--- src/rtl/req_ack_4ph_pkg.sv ---
// ============================================================================
// Module : req_ack_4ph_pkg
// Brief  : Shared types and constants for the 4-phase req/ack crossing.
// Rev    : 1.0  initial release
// ============================================================================
`default_nettype none

package req_ack_4ph_pkg;

  typedef enum logic [0:0] {
    ST_IDLE = 1'b0,
    ST_ACK  = 1'b1
  } rx_state_e;

  localparam int SYNC_STAGES_MIN = 2;

  // Fewer than two flops gives no real metastability protection.
  function automatic int clamp_sync_stages(input int n);
    return (n < SYNC_STAGES_MIN) ? SYNC_STAGES_MIN : n;
  endfunction

endpackage

`default_nettype wire

--- src/rtl/sync_bit.sv ---
// ============================================================================
// Module : sync_bit
// Brief  : Single-bit multi-flop synchronizer with synchronous reset.
// Rev    : 1.0  initial release
// ============================================================================
`default_nettype none

module sync_bit #(
  parameter int STAGES = 2
) (
  input  logic clk_i,
  input  logic rst_i,
  input  logic d_i,
  output logic q_o
);

  logic [STAGES-1:0] sync_q;

  always_ff @(posedge clk_i) begin
    if (rst_i) begin
      sync_q <= '0;
    end else begin
      sync_q <= {sync_q[STAGES-2:0], d_i};
    end
  end

  assign q_o = sync_q[STAGES-1];

endmodule

`default_nettype wire

--- src/rtl/req_ack_4ph_rx.sv ---
// ============================================================================
// Module : req_ack_4ph_rx
// Brief  : 4-phase bundled-data receiver; one-entry holding register, val/rdy out.
// Rev    : 1.0  initial release
// ============================================================================
`default_nettype none

module req_ack_4ph_rx
  import req_ack_4ph_pkg::*;
#(
  parameter int DW          = 8,
  parameter int SYNC_STAGES = 2
) (
  input  logic          clk_rx,
  input  logic          rst,
  input  logic          req,
  input  logic [DW-1:0] din,
  output logic          ack,
  output logic          val,
  input  logic          rdy,
  output logic [DW-1:0] dout,
  output logic          busy
);

  localparam int STAGES = clamp_sync_stages(SYNC_STAGES);

  rx_state_e     state_q, state_d;
  logic          ack_q, ack_d;
  logic          val_q, val_d;
  logic [DW-1:0] dout_q, dout_d;
  logic          req_s;
  logic          hold_free;
  logic          capture;

  sync_bit #(
    .STAGES (STAGES)
  ) u_req_sync (
    .clk_i (clk_rx),
    .rst_i (rst),
    .d_i   (req),
    .q_o   (req_s)
  );

  // A word leaving this same edge frees the slot for the incoming one.
  assign hold_free = !val_q || rdy;

  always_comb begin
    state_d = state_q;
    ack_d   = ack_q;
    val_d   = val_q;
    dout_d  = dout_q;
    capture = 1'b0;

    case (state_q)
      ST_IDLE: begin
        if (req_s && hold_free) begin
          capture = 1'b1;
          ack_d   = 1'b1;
          state_d = ST_ACK;
        end
      end
      ST_ACK: begin
        if (!req_s) begin
          ack_d   = 1'b0;
          state_d = ST_IDLE;
        end
      end
      default: begin
        ack_d   = 1'b0;
        state_d = ST_IDLE;
      end
    endcase

    // din is only read once req_s is high, when bundling keeps it stable.
    if (capture) begin
      dout_d = din;
      val_d  = 1'b1;
    end else if (val_q && rdy) begin
      val_d  = 1'b0;
    end
  end

  always_ff @(posedge clk_rx) begin
    if (rst) begin
      state_q <= ST_IDLE;
      ack_q   <= 1'b0;
      val_q   <= 1'b0;
      dout_q  <= '0;
    end else begin
      state_q <= state_d;
      ack_q   <= ack_d;
      val_q   <= val_d;
      dout_q  <= dout_d;
    end
  end

  assign ack  = ack_q;
  assign val  = val_q;
  assign dout = dout_q;
  assign busy = (state_q != ST_IDLE) || val_q;

endmodule

`default_nettype wire

--- config.mk ---
export PLATFORM = sky130hd
export DESIGN_NAME = req_ack_4ph_rx
export DESIGN_NICKNAME = d
export VERILOG_FILES = /design/src/rtl/req_ack_4ph_pkg.sv /design/src/rtl/sync_bit.sv /design/src/rtl/req_ack_4ph_rx.sv
export SDC_FILE = /design/constraint.sdc
export NUM_CORES = 1
export LEC_CHECK = 0
export ABC_AREA = 1
export BUFFER_PORTS_ARGS = -buffer_cell sky130_fd_sc_hd__buf_4
export CORE_UTILIZATION = 39
export CTS_CLUSTER_DIAMETER = 30
export DETAILED_ROUTE_END_ITERATION = 12
export MAX_ROUTING_LAYER = met4
export PLACE_DENSITY = 0.74
export SYNTH_ARGS = -nofsm -noshare
export SYNTH_HDL_FRONTEND = slang
export SYNTH_HIERARCHICAL = 1
export SYNTH_SLANG_ARGS = --single-unit
--- constraint.sdc ---
create_clock -name clk_rx -period 0.94 [get_ports clk_rx]
set_input_delay 0.047 -clock clk_rx [delete_from_list [all_inputs] [get_ports clk_rx]]
set_output_delay 0.047 -clock clk_rx [all_outputs]
set_load 0.02 [all_outputs]
==> key figures <==
Clock network
  – H-tree lvl count: 1
  – Clk slew on worst S/H paths: roughly 80 ps
  – Clk sink count: 13
  – TritonCTS Buffers: 3
  – Root buf cell: clkbuf_4
  – Clk_lat worst skew: between 200 and 300 ps
  – Clock buffer depth: 2
  – CTS tree: done

Power and ir drop
  – PwrDens: between 1000 and 1500 nW/µm²
  – Worst vdd ir: 1109 µV
  – LEAKAGE: around 0.42 nW

Drt
  – DR WL/cell: roughly 9.3 µm
  – First-pass DRT Iterations: 4
  – Drt via density: ~4.5
  – Detail Route Antenna Nets: 0
  – Final wirelength: approximately 1100 µm
  – Initial drt markers: 15
  – # DRC: 0
  – Vias: between 500 and 600

Floorplanning
  – Core area: 1301 µm²
  – Die area: about 1500 µm²
  – Row count: 13
  – Starting Density: 0.4154
  – Die Span X: between 30 and 40 µm
  – Die Y: 39.23 µm
  – Ports: 23

Setup path
  – Reg-to-reg critical path startpoint: val
  – Crit path DAT: 970 ps
  – End of the worst register-to-register path: dout[2]
  – Largest fanout on the critical path: 2
  – Setup slack, reg-to-reg: approximately 20 ps
  – R2R depth: 5
  – CP Launch Point: val
  – CP Capture Type: output port
  – Setup CP Type: reg -> out
  – CP Launch Type: flop
  – WP data required: 890 ps

Placed design
  – Buffers added on ports: 22
  – DP HPWL: around 720 µm
  – Final Wtd Congestion: ~0.65
  – Dpl cell area: ~730 µm²
  – Place WS: just over 30 ps

Layout
  – Post-route cell area: approximately 850 µm²
  – Util after Layout: 0.6529
  – Diode count: 0
  – Area delta synth->final: 57.18%
  – Layout cells sized above 1: 0.3922
  – Final net count: 115

Timing
  – Final min period: 1022 ps
  – Fin. Hold Viols: 0
  – FMAX: 978.8 MHz
  – Setup slack after layout: -81.67 ps
  – Max-slew violations: 0
  – Fin Hold WS: about 86 ps
  – Least-Margin Pin Slew: approximately 160 ps
  – Slew HR: 0.8919
  – Period utilization: 1.087
  – RSZ-0062 raised after global routing: yes
  – Fin Clk Skew: 3.625 ps
  – # setup viols final: 1

Outcome
  – Outcome: complete, but fails checks
  – Failing checks: setup timing

Synthesis
  – Post-synthesis cell count: 73
  – Synth unique cells: 13
  – Syn nets: 85
  – Mapped cell area: 540.5 µm²
  – Sequential area share after synthesis: 0.4815
  – Post-synthesis register bit count: 13
  – Synth Warn #: 6
  – Mapped Avg Cell Area: 7.404 µm²

GRT
  – Vias in the first global route: roughly 440
  – Largest net degree at the start of global routing: 20
  – Initial antenna violation count: 0
  – Global-route wire length before repair: 1683 µm
  – Total grt overflow: 0
  – Total track usage: 0.1677

Min path
  – Worst hold path endpoint: dout[0]
  – Worst Hold Class: in -> reg
  – Min-Delay Startpoint: din[0]
  – Hold depth: 5

Run
  – MaxCap Viol Count: 0
==> layout by cell type (no fill, tap or decap), drive strengths merged <==
master,instances
inv,13
or2,1
nor2,12
nand3,8
nand2,12
dfxtp,13
o21ai,1
clkbuf,5
buf,24
clkinvlp,1
a21oi,10
dlygate4sd3,2
==> kinds of logic (layout without fill, tap and decap cells) <==
group | count (synthesis) | count (layout) | synth area share
AO/OA/AOI/OAI | 11 | 11 | 0.1018
buffers and inverters | 16 | 45 | 0.1319
flip-flops | 13 | 13 | 0.4815
AND/OR/NAND/NOR | 33 | 33 | 0.2847
==> registers in the layout (all words and copies together) (netlist names) <==
| signal | cells |
|---|---|
| dout | 8 |
| u_req_sync/sync_q | 2 |
| ack | 1 |
| state_q | 1 |
| val | 1 |
==> per-stage QoR <==
step	total power [mW]	TNS [ps]	std cells
after CTS	1.151	-96.50	116
after global routing	1.213	-416.7	117
after floorplan	0.7061	0	73
final	1.152	-81.67	117
after detailed placement	0.7951	0	109
after global placement	0.7908	0	109
==> how the worst max path moves through the flow <==
stage / to / depth (start not counted)
after floorplan: dout[0] / 4
after global placement: dout[4] / 5
after detailed placement: dout[0] / 5
after CTS: busy / 2
after global routing: busy / 2
final: busy / 2
==> repair_timing <==
action                                  in CTS  in global routing
resized for setup                            5                  7
hold buffers                                 2                  0
endpoints found under the hold margin        4                  0
pin swaps                                    0                  1
buffers inserted                             1                  0
gates cloned                                 0                  1
endpoints found under the setup margin       1                 13
==> cell type report <==
class                   count  area, µm²
multi-input cells          44      236.5
clock buffers               4      26.28
repair buffers             27      245.2
flip-flops and latches     13      266.5
fillers                   116      451.7
inverters                  14      56.30
well taps                  15      18.77
==> cells in the mapped netlist (all sizes together) <==
library cell,n,area share
nand2,12,0.10
dfxtp,13,0.48
nor2,12,0.097
a21oi,10,0.093
inv,14,0.097
o21ai,1,0.0093
or2,1,0.012
buf,2,0.035
nand3,8,0.074
==> power by group <==
group | internal (mW) | switching (mW) | leakage, nW
sequential | 0.576 | 0.0151 | 0.108
combinational | 0.115 | 0.108 | 0.298
clock | 0.164 | 0.173 | 0.0150
==> critical path, stage by stage (launching register included) <==
cell and delay [ps]:
dfxtp_4 340, or2_4 240, buf_6 130
==> metal layers <==
| layer | routed length (µm) | share of wire | track usage | vias to the layer above |
|---|---|---|---|---|
| li1 | - | - | - | 283 |
| met1 | 498 | 0.46 | 0.2049 | 236 |
| met2 | 547 | 0.50 | 0.2500 | 11 |
| met3 | 31 | 0.028 | 0.01734 | 2 |
| met4 | 16 | 0.015 | 0.1293 | 0 |
| met5 | 0 | 0 | - | - |
Power figures use the tool's default switching activity.
